==> src/rtl/ppt_pkg.sv <==
// Shared types, default widths and helpers for the multi-channel pulse generator.
package ppt_pkg;

  localparam int DEF_NUM_CH  = 4;
  localparam int DEF_CNT_W   = 14;
  localparam int DEF_BURST_W = 8;

  typedef enum logic [2:0] {
    CH_IDLE,
    CH_DELAY,
    CH_HIGH,
    CH_LOW,
    CH_DONE
  } ch_state_e;

  // Low bit index of field idx in a flat vector of w-bit fields.
  function automatic int unsigned slice_lo(input int unsigned idx, input int unsigned w);
    return idx * w;
  endfunction

  function automatic logic state_is_timing(input ch_state_e s);
    return (s == CH_DELAY) || (s == CH_HIGH) || (s == CH_LOW);
  endfunction

endpackage

==> src/rtl/ppt_channel.sv <==
// One pulse channel: start-edge detect, shadowed config, tick-qualified
// phase timer, period counter and the registered pulse output.
module ppt_channel
  import ppt_pkg::*;
#(
  parameter int CNT_W   = DEF_CNT_W,
  parameter int BURST_W = DEF_BURST_W
) (
  input  logic               clk,
  input  logic               rst_n,
  input  logic               tick,
  input  logic               run,
  input  logic [CNT_W-1:0]   cfg_period,
  input  logic [CNT_W-1:0]   cfg_width,
  input  logic [CNT_W-1:0]   cfg_delay,
  input  logic [BURST_W-1:0] cfg_count,
  input  logic               cfg_invert,
  output logic               pulse_out,
  output logic               done,
  output logic [BURST_W-1:0] count_done,
  output logic               cfg_err,
  output logic               active
);

  ch_state_e          state_q, state_d;
  logic [CNT_W-1:0]   cnt_q, cnt_d;
  logic               run_q, run_d;
  logic [CNT_W-1:0]   period_q, period_d;
  logic [CNT_W-1:0]   width_q, width_d;
  logic [CNT_W-1:0]   delay_q, delay_d;
  logic [BURST_W-1:0] count_q, count_d;
  logic [BURST_W-1:0] count_done_q, count_done_d;
  logic               invert_q, invert_d;
  logic               cfg_err_q, cfg_err_d;
  logic               pulse_q, pulse_d;

  logic [CNT_W-1:0]   hi_len;
  logic [CNT_W-1:0]   lo_len;
  logic [CNT_W-1:0]   tgt;
  logic [CNT_W:0]     cnt_inc;
  logic [BURST_W-1:0] cd_inc;
  logic               expire;
  ch_state_e          eop_state;

  // Phase lengths: a width at or beyond the period leaves no low phase.
  always_comb begin
    hi_len  = (width_q < period_q) ? width_q : period_q;
    lo_len  = period_q - hi_len;
    tgt     = '0;
    case (state_q)
      CH_DELAY: tgt = delay_q;
      CH_HIGH:  tgt = hi_len;
      CH_LOW:   tgt = lo_len;
      default:  tgt = '0;
    endcase
    cnt_inc   = {1'b0, cnt_q} + 1'b1;
    expire    = tick && (cnt_inc >= {1'b0, tgt});
    cd_inc    = count_done_q + 1'b1;
    if ((count_q != '0) && (cd_inc == count_q)) begin
      eop_state = CH_DONE;
    end else if (hi_len != '0) begin
      eop_state = CH_HIGH;
    end else begin
      eop_state = CH_LOW;
    end
  end

  always_comb begin
    // NOTE: every _d is given its hold value first, so no branch can leave one unassigned and infer a latch.
    state_d      = state_q;
    cnt_d        = cnt_q;
    run_d        = run;
    period_d     = period_q;
    width_d      = width_q;
    delay_d      = delay_q;
    count_d      = count_q;
    count_done_d = count_done_q;
    invert_d     = invert_q;
    cfg_err_d    = cfg_err_q;

    if (!run) begin
      state_d   = CH_IDLE;
      cnt_d     = '0;
      cfg_err_d = 1'b0;
    end else if (!run_q) begin
      period_d     = cfg_period;
      width_d      = cfg_width;
      delay_d      = cfg_delay;
      count_d      = cfg_count;
      invert_d     = cfg_invert;
      count_done_d = '0;
      cnt_d        = '0;
      cfg_err_d    = (cfg_period == '0);
      if (cfg_period == '0) begin
        state_d = CH_IDLE;
      end else if (cfg_delay != '0) begin
        state_d = CH_DELAY;
      end else if (cfg_width != '0) begin
        state_d = CH_HIGH;
      end else begin
        state_d = CH_LOW;
      end
    end else if (state_is_timing(state_q)) begin
      if (!expire) begin
        cnt_d = tick ? cnt_q + 1'b1 : cnt_q;
      end else begin
        cnt_d = '0;
        case (state_q)
          CH_DELAY: state_d = (hi_len != '0) ? CH_HIGH : CH_LOW;
          CH_HIGH: begin
            if (lo_len != '0) begin
              state_d = CH_LOW;
            end else begin
              state_d      = eop_state;
              count_done_d = cd_inc;
            end
          end
          default: begin
            state_d      = eop_state;
            count_done_d = cd_inc;
          end
        endcase
      end
    end

    // Registered from the next state so the pin has no combinational input path.
    pulse_d = (state_d == CH_HIGH) ^ invert_d;
  end

  always_ff @(posedge clk) begin
    // NOTE: non-blocking assignments so every flop samples pre-edge values together.
    if (!rst_n) begin
      state_q      <= CH_IDLE;
      cnt_q        <= '0;
      run_q        <= 1'b0;
      period_q     <= '0;
      width_q      <= '0;
      delay_q      <= '0;
      count_q      <= '0;
      count_done_q <= '0;
      invert_q     <= 1'b0;
      cfg_err_q    <= 1'b0;
      pulse_q      <= 1'b0;
    end else begin
      state_q      <= state_d;
      cnt_q        <= cnt_d;
      run_q        <= run_d;
      period_q     <= period_d;
      width_q      <= width_d;
      delay_q      <= delay_d;
      count_q      <= count_d;
      count_done_q <= count_done_d;
      invert_q     <= invert_d;
      cfg_err_q    <= cfg_err_d;
      pulse_q      <= pulse_d;
    end
  end

  assign pulse_out  = pulse_q;
  assign done       = (state_q == CH_DONE);
  assign count_done = count_done_q;
  assign cfg_err    = cfg_err_q;
  assign active     = state_is_timing(state_q);

endmodule

==> src/rtl/ppt_multi_pulse_gen.sv <==
// N-channel tick-enabled pulse generator: slices flat config buses per channel.
// Define PPT_POLARITY_EN to add the per-channel cfg_invert output-polarity port.
module ppt_multi_pulse_gen
  import ppt_pkg::*;
#(
  parameter int NUM_CH  = DEF_NUM_CH,
  parameter int CNT_W   = DEF_CNT_W,
  parameter int BURST_W = DEF_BURST_W
) (
  input  logic                      clk,
  input  logic                      rst_n,
  input  logic                      tick,
  input  logic [NUM_CH-1:0]         run,
  input  logic [NUM_CH*CNT_W-1:0]   cfg_period,
  input  logic [NUM_CH*CNT_W-1:0]   cfg_width,
  input  logic [NUM_CH*CNT_W-1:0]   cfg_delay,
  input  logic [NUM_CH*BURST_W-1:0] cfg_count,
`ifdef PPT_POLARITY_EN
  input  logic [NUM_CH-1:0]         cfg_invert,
`endif
  output logic [NUM_CH-1:0]         pulse_out,
  output logic [NUM_CH-1:0]         done,
  output logic [NUM_CH*BURST_W-1:0] count_done,
  output logic [NUM_CH-1:0]         cfg_err,
  output logic                      busy
);

  logic [NUM_CH-1:0] invert_vec;
  logic [NUM_CH-1:0] active;

`ifdef PPT_POLARITY_EN
  assign invert_vec = cfg_invert;
`else
  assign invert_vec = '0;
`endif

  for (genvar i = 0; i < NUM_CH; i++) begin : g_ch
    localparam int unsigned CLO = slice_lo(i, CNT_W);
    localparam int unsigned BLO = slice_lo(i, BURST_W);

    ppt_channel #(
      .CNT_W   (CNT_W),
      .BURST_W (BURST_W)
    ) u_ch (
      .clk        (clk),
      .rst_n      (rst_n),
      .tick       (tick),
      .run        (run[i]),
      .cfg_period (cfg_period[CLO +: CNT_W]),
      .cfg_width  (cfg_width[CLO +: CNT_W]),
      .cfg_delay  (cfg_delay[CLO +: CNT_W]),
      .cfg_count  (cfg_count[BLO +: BURST_W]),
      .cfg_invert (invert_vec[i]),
      .pulse_out  (pulse_out[i]),
      .done       (done[i]),
      .count_done (count_done[BLO +: BURST_W]),
      .cfg_err    (cfg_err[i]),
      .active     (active[i])
    );
  end

  assign busy = |active;

endmodule

==> config.mk <==
export PLATFORM = sky130hd
export DESIGN_NAME = ppt_multi_pulse_gen
export DESIGN_NICKNAME = d
export VERILOG_FILES = /design/src/rtl/ppt_pkg.sv /design/src/rtl/ppt_channel.sv /design/src/rtl/ppt_multi_pulse_gen.sv
export SDC_FILE = /design/constraint.sdc
export NUM_CORES = 1
export LEC_CHECK = 0
export BUFFER_PORTS_ARGS = -buffer_cell sky130_fd_sc_hd__buf_2
export CELL_PAD_IN_SITES_DETAIL_PLACEMENT = 1
export CELL_PAD_IN_SITES_GLOBAL_PLACEMENT = 1
export CORE_UTILIZATION = 40
export CTS_CLUSTER_DIAMETER = 80
export CTS_CLUSTER_SIZE = 12
export DETAILED_ROUTE_END_ITERATION = 8
export GPL_TIMING_DRIVEN = 1
export PLACE_DENSITY_LB_ADDON = 0.1
export SLEW_MARGIN = 20
export SYNTH_ARGS = -nofsm -noshare
export SYNTH_HDL_FRONTEND = slang
export SYNTH_SLANG_ARGS = --single-unit
==> constraint.sdc <==
create_clock -name clk -period 6.9 [get_ports clk]
set_input_delay 2.07 -clock clk [delete_from_list [all_inputs] [get_ports clk]]
set_output_delay 2.07 -clock clk [all_outputs]
set_load 0.1 [all_outputs]
==> results of run 1 <==
[worst max-delay path: cells and delay by family (launching register included)]
family,cells,cell delay (ns)
AO/OA/AOI/OAI,16,3.18
AND/OR/NAND/NOR,7,1.29
adder cells (fa/ha/maj),3,0.82
multiplexers,2,0.50
flip-flops,1,0.37
buffers and inverters,2,0.29
[flip-flops by register name, summed over array words and instances, names as in the netlist]
name,flops
g_ch.u_ch.run_q,4
g_ch.u_ch.state_q,12
g_ch.u_ch.pulse_out,4
g_ch.u_ch.cfg_err,4
g_ch.u_ch.cnt_q,56
g_ch.u_ch.width_q,56
g_ch.u_ch.delay_q,56
g_ch.u_ch.invert_q,4
g_ch.u_ch.count_q,32
g_ch.u_ch.period_q,56
g_ch.u_ch.count_done,32
[placed cells by master (no fill, tap or decap), drive strengths merged, types with 12 or more instances in the layout]
| cell type | count |
|---|---|
| a211oi | 20 |
| a21boi | 16 |
| a21o | 43 |
| a21oi | 405 |
| a2bb2oi | 19 |
| a31oi | 33 |
| and2 | 26 |
| and3 | 31 |
| buf | 370 |
| clkbuf | 39 |
| dfxtp | 316 |
| ha | 140 |
| inv | 120 |
| mux2i | 38 |
| nand2 | 626 |
| nand2b | 77 |
| nand3 | 93 |
| nand3b | 16 |
| nand4 | 35 |
| nor2 | 192 |
| nor2b | 36 |
| nor3 | 56 |
| nor4 | 73 |
| o211ai | 30 |
| o21a | 25 |
| o21ai | 112 |
| o21bai | 14 |
| o22a | 16 |
| o22ai | 26 |
| o31ai | 17 |
| or2 | 26 |
| or3 | 12 |
| or4 | 14 |
| xnor2 | 87 |
| xor2 | 68 |
[power by group]
part           leakage, uW  switching (uW)  total [uW]  internal [uW]
sequential         0.00258            74.5        1970           1890
clock             0.000521             810        1890           1080
combinational      0.00759            1060        1730            665
[worst min path at each step]
stage / end / slack [ns] / cells past startpoint / startpoint
floorplan: g_ch[3].u_ch.delay_q[7] / 0.43 / 2 / g_ch[3].u_ch.delay_q[7]
global placement: g_ch[1].u_ch.delay_q[3] / 0.44 / 2 / g_ch[1].u_ch.delay_q[3]
detailed placement: g_ch[3].u_ch.delay_q[5] / 0.45 / 2 / g_ch[3].u_ch.delay_q[5]
CTS: g_ch[3].u_ch.delay_q[5] / 0.46 / 2 / g_ch[3].u_ch.delay_q[5]
global route: g_ch[3].u_ch.delay_q[10] / 0.48 / 2 / g_ch[3].u_ch.delay_q[10]
finish: g_ch[3].u_ch.delay_q[5] / 0.46 / 2 / g_ch[3].u_ch.delay_q[5]
[metal layers]
layer	wire [um]	vias to the layer above	global-route usage
met2	43100	467	0.519
met1	40100	11908	0.379
li1	-	11733	-
met3	3440	122	0.0367
met5	26	-	0
met4	2270	4	0.0851
[what timing repair did]
item                       in CTS  in global routing
resized for setup               3                 67
buffers inserted                0                  2
pin swaps                       1                 13
setup endpoints to repair       5                 64
[final cells by class]
class | instances | area (um^2)
fill | 7218 | 30000
multi-input combinational | 2574 | 15800
sequential | 316 | 6340
timing repair buffer | 370 | 2160
tap | 756 | 946
clock buffer | 39 | 943
inverter | 122 | 463
clock inverter | 8 | 130
antenna | 1 | 2.50
[metrics by stage]
stage          total power (uW)  instance area (um^2)
2_1_floorplan              3070                 23200
3_3_place_gp               3610                 25500
3_5_place_dp               3650                 25500
4_1_cts                    5560                 26600
5_1_grt                    5870                 26800
6_report                   5590                 26800
[cell families (layout without fill, tap and decap cells)]
kind of cell / after synthesis / after routing / synth area share
adder cells (fa/ha/maj): 154 / 154 / 0.0836
XOR/XNOR: 155 / 155 / 0.0589
buffers and inverters: 316 / 539 / 0.0560
AND/OR/NAND/NOR: 1342 / 1342 / 0.273
AO/OA/AOI/OAI: 875 / 875 / 0.234
flip-flops: 316 / 316 / 0.273
multiplexers: 48 / 48 / 0.0213
other: 0 / 1 / 0
==> impl_results.md, run 1 <==
- Number of design-rule violations left by the first detailed-router iteration: 1221
- CTS root buf: clkbuf_16
- Worst setup path endpoint: g_ch[1].u_ch.pulse_out
- Initial Util: 0.408
- Final sum of negative setup slack: 0 ns
- Data required time at the worst endpoint: 7.34 ns
- Ys flop type: dfxtp_1
- Maximum root-to-sink buffer count: 3
- Number of distinct library cells after synthesis: 98
- Area of the die: 0.0589 mm^2
- Avg WL per Cell: about 21 um
- Commonest cells post-synth: 626 x nand2_1, 405 x a21oi_1, 316 x dfxtp_1
- Floorplan core area: ~0.057 mm^2
- Placed cells: 4135
- Layout Utilization: 0.472
- Leading area contributor after synthesis: dfxtp_1
- Largest fanout on the critical path: 6
- Number of standard-cell rows in the floorplan: 87
- Pin count of the biggest net entering global routing: approximately 110
- Count of final setup violators: 0
- Syn Area/Cell: 7.23 um^2
- Clock tree from TritonCTS: built
- Antenna violations before repair: 3
- Async set-or-reset flop fraction in the synthesized netlist: 0
- Smallest setup slack after layout: 0.330 ns
- Power density over the cells: 208 mW/mm^2
- Classification of the worst setup path: register to register
- Status: finished clean
- Ratio of routed vias to standard cells: 5.79
- Worst hold path type: register to register
- Worst Reg2Reg Path Length in Cells: 30
- # H-tree levels: 2
- DR vias: 24234
- Hold violation total from the final report: 0
- Endpoint of the most critical register-to-register path: g_ch[1].u_ch.pulse_out
- Post-synth design cell area: 0.0232 mm^2
- Most frequent cell after synthesis: nand2_1
- Max-slew violations: 0
- Leak Pwr: 0.0107 uW
- Global placer's final weighted congestion: about 0.94
- Chip height: 243 um
- Fin Clk Skew: about 0.019 ns
- Final critical path time including I/O delays and setup: 6.57 ns
- Count of synthesis-stage warnings from yosys: 0
- Via count of the first global-routing pass: ~25000
- Slowest stage cell on the critical path: or4_1
- Total length of routed wires: 89.0 mm
- Share of the yosys chip area belonging to registers: 0.273
- Port Buf Inserts: between 200 and 300
- Global-route wire length before repair: about 140 mm
- Remaining max-slew budget at the tightest pin: 0.246
- Top-area cell type share of the netlist area: 0.273
- Syn_nets: 3557
- Actual transition at the worst max-transition pin: 1.12 ns
- Total grt overflow: 0
- Proportion of layout cells with a drive suffix above 1: 0.159
- Clock insertion delay at the later pin of the skew report: 0.56 ns
- Pre-CTS setup slack: -0.0810 ns
- Maximum cell stage delay along the critical path: 0.42 ns
- Reg-to-reg setup timing slack: roughly 0.33 ns
- Antenna Violating Nets Remaining: 0
- # DRC: 0
- Nature of the critical path startpoint: register
- Number of hold-repair buffers added at the cts stage: 0
- Tightest hold margin: 0.458 ns
- Layout net count: approximately 3800
- Overall track demand over capacity in global routing: 0.297
- Layout overhead on the synthesized area: 15.8%
- Flip-flop and latch count after synthesis: 316
- Number of cells produced by synthesis: roughly 3200
- Number of placed I/O pins: approximately 250
- Share of the clock period used by the worst path after layout: 0.952
- Number of sinks on the clock net: 316
- Kind of end point of the critical path: register
- Width of the die: roughly 240 um
- Launch point of the worst reg-to-reg path: g_ch[1].u_ch.period_q[11]
- Arrival time at the worst endpoint: 7.01 ns
- Synth area leaders: dfxtp_1 27%, nand2_1 10%, a21oi_1 8.7%, ha_1 7.6%, xnor2_1 3.3%
- HPWL after detailed placement: roughly 70 mm
- Number of max-capacitance violations reported: 0
- TritonRoute pass-1 iters: 5
- Worst IR Drop VDD: 0.170 mV
- Number of enable-type register cells in the synthesized netlist: 0
- Clock transition at the register clock pins on the worst setup and hold paths after CTS: about 0.060 ns
- Highest achievable clock rate: 152 MHz
- TritonCTS Buffers: 35
- Worst setup startpoint: g_ch[1].u_ch.period_q[11]
- Non-filler cells, final: 4186
Power figures use the tool's default switching activity.
==> run 2, diff against run 1 <==
--- a/config.mk
+++ b/config.mk
@@ -17,4 +17,6 @@
 export SLEW_MARGIN = 20
 export SYNTH_ARGS = -nofsm -noshare
 export SYNTH_HDL_FRONTEND = slang
+export SYNTH_HIERARCHICAL = 1
 export SYNTH_SLANG_ARGS = --single-unit
+export TNS_END_PERCENT = 5
==> impl_results.md, run 2 <==
- Fin Clk Skew: around 0.029 ns
- Count of final setup violators: 0
- Area of the die: 0.0602 mm^2
- Count of synthesis-stage warnings from yosys: 6
- Proportion of layout cells with a drive suffix above 1: 0.181
- HPWL after detailed placement: 66.7 mm
- Clock tree from TritonCTS: built
- Classification of the worst setup path: register to register
- Arrival time at the worst endpoint: 7.15 ns
- Via count of the first global-routing pass: 24955
- Maximum cell stage delay along the critical path: around 0.38 ns
- Number of max-capacitance violations reported: 0
- Total grt overflow: 0
- Syn Area/Cell: 7.37 um^2
- Placed standard-cell area: between 0.02 and 0.03 mm^2
- TritonCTS Buffers: 35
- Clock transition at the register clock pins on the worst setup and hold paths after CTS: around 0.060 ns
- Largest fanout on the critical path: 22
- Antenna violations before repair: 0
- Overall track demand over capacity in global routing: 0.280
- Remaining max-slew budget at the tightest pin: 0.277
- Number of enable-type register cells in the synthesized netlist: 0
- Number of standard-cell rows in the floorplan: 88
- Worst hold path type: register to register
- Final critical path time including I/O delays and setup: 6.72 ns
- Actual transition at the worst max-transition pin: 1.08 ns
- Clock insertion delay at the later pin of the skew report: 0.56 ns
- Pin count of the biggest net entering global routing: 72
- # H-tree levels: 2
- Worst IR Drop VDD: 0.181 mV
- Number of placed I/O pins: 252
- Diode count: 0
- Port Buf Inserts: ~250
- Data required time at the worst endpoint: 7.33 ns
- Hold violation total from the final report: 0
- Leading area contributor after synthesis: dfxtp_1
- Ys flop type: dfxtp_1
- Total length of routed wires: between 80 and 90 mm
- Nature of the critical path startpoint: register
- Number of design-rule violations left by the first detailed-router iteration: between 1000 and 1500
- Initial Util: 0.408
- DR vias: 24566
- Share of the clock period used by the worst path after layout: 0.974
- Most frequent cell after synthesis: nand2_1
- TritonRoute pass-1 iters: 7
- Number of sinks on the clock net: 316
- Final Cell Area: 0.0278 mm^2
- Family with the most delay on the worst path: compound AO/OA/AOI/OAI gates
- Slowest stage cell on the critical path: ha_1
- Buf+Inv Stages, Crit Path: 4
- Layout overhead on the synthesized area: 17.2%
- Top-area cell type share of the netlist area: 0.267
- Most frequent cells in the layout: 628 x nand2_1, 321 x a21oi_1, 309 x dfxtp_1, 250 x buf_2, 144 x nor2_1
- # DRC: 0
- Leak Pwr: 0.0111 uW
- Width of the die: 245 um
- Highest achievable clock rate: roughly 150 MHz
- Kind of end point of the critical path: register
- Async set-or-reset flop fraction in the synthesized netlist: 0
- Non-filler cells, final: ~4200
- Ratio of routed vias to standard cells: around 5.8
- Most common library cell in the layout ignoring fill and taps: nand2_1
- Post-synth design cell area: 0.0237 mm^2
- Max-slew violations: 0
- Avg WL per Cell: 20.5 um
- Final sum of negative setup slack: 0 ns
- Share of the yosys chip area belonging to registers: 0.267
- Flip-flop and latch count after synthesis: around 320
- CTS root buf: clkbuf_16
- Chip height: between 200 and 250 um
- Number of cells produced by synthesis: around 3200
- Antenna Violating Nets Remaining: 0
- Global placer's final weighted congestion: approximately 0.94
- Synth area leaders: dfxtp_1 27%, nand2_1 10%, ha_1 7.4%, a21oi_1 7.1%, xnor2_1 3.2%
- Status: finished clean
- Global-route wire length before repair: 137 mm
- Layout net count: 3798
- Maximum root-to-sink buffer count: 3
- Power density over the cells: slightly above 200 mW/mm^2
- Floorplan core area: 0.0581 mm^2
- Placed cells: 4165
- Number of distinct library cells after synthesis: 95
- Layout Utilization: 0.478
- Commonest cells post-synth: 629 x nand2_1, 335 x a21oi_1, 316 x dfxtp_1
- CP dominant cell by count: ha_1
-- run 2: cell types whose count changed after synthesis, sizes merged, moves of 27 or more --
cell	change
a22oi	+30
inv	-27
and3	+29
a21oi	-70
clkbuf	+39
nor2	-42
nand3b	+30
nand2b	-34
o21ai	+34
a21boi	+46
-- run 2: per-layer routing --
layer  up-vias  routed length (um)  GRT usage
met3       142                3060     0.0275
met5         -                   0          0
met2       499               41800      0.486
met1     12036               39200      0.367
li1      11889                   -          -
met4         0                2500     0.0798
-- run 2: repair_timing --
item,CTS,global route
buffers inserted,0,8
resized for setup,2,91
pin swaps,0,27
setup endpoints to repair,1,59
hold buffers,0,0
-- run 2: area by class of cell --
cell class              count  area [um^2]
flip-flops and latches    316         6340
repair buffers            398         2420
multi-input cells        2604        16600
well taps                 765          957
clock inverters             6         95.1
fillers                  7285        30400
clock buffers              45          976
inverters                  92          345
-- run 2: through the flow --
stage	setup slack [ns]	total power (uW)	hold slack, ns
2_1_floorplan	-0.0341	3200	0.436
3_3_place_gp	0.112	3730	0.443
3_5_place_dp	-0.0410	3790	0.450
4_1_cts	0.00738	5680	0.458
5_1_grt	-0.0771	6020	0.477
6_report	0.179	5730	0.462
-- run 2: logic make-up after synthesis --
kind of cell,synth area share
DFF,0.267
AOI/OAI and AO/OA,0.234
and+or+nand+nor,0.293
muxes,0.0119
adders and majority gates,0.0791
buffers and inverters,0.0492
xor gates and xnor gates,0.0657
other,0.000158
-- run 2: final timing paths --
kind,endpoint,startpoint,cells past startpoint,slack (ns)
worst max-delay path,g_ch[3].u_ch/pulse_out,g_ch[3].u_ch/period_q[5],29,0.18
worst min-delay path,g_ch[1].u_ch/delay_q[11],g_ch[1].u_ch/delay_q[11],2,0.46
worst max register to register,g_ch[3].u_ch/pulse_out,g_ch[3].u_ch/period_q[5],29,0.18
worst min register to register,g_ch[1].u_ch/delay_q[11],g_ch[1].u_ch/delay_q[11],2,0.46
-- run 2: worst min-delay path, stage by stage, from the launching register on --
cell     delay (ns)
dfxtp_1        0.31
nand2_1        0.05
a21oi_1        0.05
-- run 2: power breakdown --
group	internal, uW	switching [uW]
Clock	1070	804
Sequential	1900	70.0
Combinational	747	1150
Total	3710	2020
==> run 3, diff against run 2 <==
--- a/config.mk
+++ b/config.mk
@@ -8,7 +8,9 @@
 export BUFFER_PORTS_ARGS = -buffer_cell sky130_fd_sc_hd__buf_2
 export CELL_PAD_IN_SITES_DETAIL_PLACEMENT = 1
 export CELL_PAD_IN_SITES_GLOBAL_PLACEMENT = 1
+export CORE_MARGIN = 2
 export CORE_UTILIZATION = 40
+export CTS_BUF_LIST = sky130_fd_sc_hd__clkbuf_2
 export CTS_CLUSTER_DIAMETER = 80
 export CTS_CLUSTER_SIZE = 12
 export DETAILED_ROUTE_END_ITERATION = 8
==> impl_results.md, run 3 (synthesized netlist as in run 2, its figures left out) <==
- Data required time at the worst endpoint: 7.90 ns
- Clock transition at the register clock pins on the worst setup and hold paths after CTS: 0.24 ns
- Arrival time at the worst endpoint: 7.64 ns
- Classification of the worst setup path: register to register
- Highest achievable clock rate: 151 MHz
- Avg WL per Cell: 20.5 um
- Actual transition at the worst max-transition pin: 1.19 ns
- Pin count of the biggest net entering global routing: 72
- TritonCTS Buffers: 34
- Power density over the cells: between 150 and 200 mW/mm^2
- Fin Clk Skew: 0.146 ns
- # H-tree levels: 2
- Via count of the first global-routing pass: 24798
- Kind of end point of the critical path: register
- Layout net count: 3820
- Ratio of routed vias to standard cells: around 5.8
- Number of max-capacitance violations reported: 0
- Most frequent cells in the layout: 628 x nand2_1, 319 x a21oi_1, 293 x dfxtp_1, 250 x buf_2, 168 x buf_4
- Pre-CTS setup slack: -0.320 ns
- Total grt overflow: 0
- # DRC: 0
- Port Buf Inserts: 251
- Layout overhead on the synthesized area: 15.1%
- Launch point of the worst reg-to-reg path: g_ch[3].u_ch/period_q[11]
- Total length of routed wires: slightly below 90 mm
- Width of the die: 247 um
- Antenna violations before repair: 3
- Number of placed I/O pins: 252
- Global placer's final weighted congestion: 0.924
- Clock tree from TritonCTS: built
- Number of design-rule violations left by the first detailed-router iteration: 1135
- Clock insertion delay at the later pin of the skew report: roughly 1.1 ns
- Antenna Violating Nets Remaining: 0
- Area of the die: approximately 0.061 mm^2
- Most common library cell in the layout ignoring fill and taps: nand2_1
- Status: finished clean
- Maximum cell stage delay along the critical path: 0.38 ns
- Initial Util: 0.403
- Floorplan core area: 0.0588 mm^2
- Worst Reg2Reg Path Length in Cells: 30
- Source of the worst hold timing path: g_ch[1].u_ch/delay_q[4]
- DR vias: 24499
- Leak Pwr: 0.0109 uW
- Chip height: between 200 and 250 um
- Number of stages on the worst hold path: 2
- Worst hold path type: register to register
- Count of final setup violators: 0
- Placed cells: 4183
- Worst setup startpoint: g_ch[3].u_ch/period_q[11]
- Remaining max-slew budget at the tightest pin: 0.197
- CTS root buf: clkbuf_2
- Number of standard-cell rows in the floorplan: 89
- Final sum of negative setup slack: 0 ns
- Final critical path time including I/O delays and setup: 6.64 ns
- Global-route wire length before repair: 136 mm
- Nature of the critical path startpoint: register
- Share of the clock period used by the worst path after layout: 0.963
- Tightest hold margin: 0.476 ns
- HPWL after detailed placement: 67.4 mm
- Smallest setup slack after layout: 0.257 ns
- Max-slew violations: 0
- Number of hold-repair buffers added at the cts stage: 0
- Largest fanout on the critical path: 19
- Count of filler cells inserted in the layout: 7502
- TritonRoute pass-1 iters: 5
- Number of sinks on the clock net: 316
- Unrepaired setup endpoints after global routing: true
- Multi-input logic area: 0.0168 mm^2
- Register area: 0.00636 mm^2
- Worst IR Drop VDD: 0.159 mV
- Proportion of layout cells with a drive suffix above 1: 0.194
- Overall track demand over capacity in global routing: 0.276
- Hold violation total from the final report: 0
- Slowest stage cell on the critical path: dfxtp_2
- Maximum root-to-sink buffer count: 3
- Non-filler cells, final: 4256
==> run 3: changes by cell type in the layout (fill, tap and decap cells not counted), sizes merged <==
| cell | delta |
|---|---|
| buf | +23 |
| clkbuf | -5 |
| clkinv | +5 |
| bufinv | -1 |
| clkinvlp | -1 |
| diode | +1 |
==> run 3: timing repair <==
item | 4_1_cts | 5_1_grt
endpoints found under the setup margin | 16 | 66
pin swaps | 3 | 42
gates resized for setup | 11 | 121
setup buffers | 2 | 21
==> run 3: worst paths after layout <==
check | endpoint | slack [ns]
worst max-delay path | g_ch[3].u_ch/pulse_out | 0.26
worst min-delay path | g_ch[1].u_ch/delay_q[4] | 0.48
worst max register to register | g_ch[3].u_ch/pulse_out | 0.26
worst min register to register | g_ch[1].u_ch/delay_q[4] | 0.48
==> run 3: final cells by class <==
| cell class | instances | share of cell area |
|---|---|---|
| Multi-Input combinational cell | 2604 | 0.616 |
| Sequential cell | 316 | 0.233 |
| Timing Repair Buffer | 421 | 0.0933 |
| Tap cell | 773 | 0.0355 |
| Inverter | 92 | 0.0127 |
| Clock buffer | 40 | 0.00734 |
| Clock inverter | 9 | 0.00252 |
| Antenna cell | 1 | 0.0000917 |
==> run 3: layer usage <==
layer,up-vias,wire [um],GRT usage
met3,96,2910,0.0258
met1,12038,40100,0.366
met5,-,0,0
met4,0,2150,0.0749
met2,438,41900,0.477
li1,11927,-,-
==> run 3: report_power, final <==
group	switching [uW]	internal, uW	total (uW)	leakage [uW]
clock	688	196	884	0.000194
combinational	1170	783	1950	0.00816
sequential	65.6	1900	1970	0.00259
total	1920	2880	4800	0.0109
==> run 3: through the flow <==
stage                     total power [uW]   util  cell area (um^2)
after floorplan                       3200      -             23700
after global placement                3740  0.447             26300
after detailed placement              3790  0.447             26300
after CTS                             4720  0.453             26600
after global routing                  5110  0.464             27300
final                                 4800  0.464             27300
==> run 3: critical path, delay by kind of cell, from the launching register on <==
family	cells	cell delay [ns]
adders and majority gates	3	0.90
AOI/OAI and AO/OA	15	3.23
and+or+nand+nor	7	1.17
DFF	1	0.38
buffers and inverters	4	0.56
muxes	1	0.34
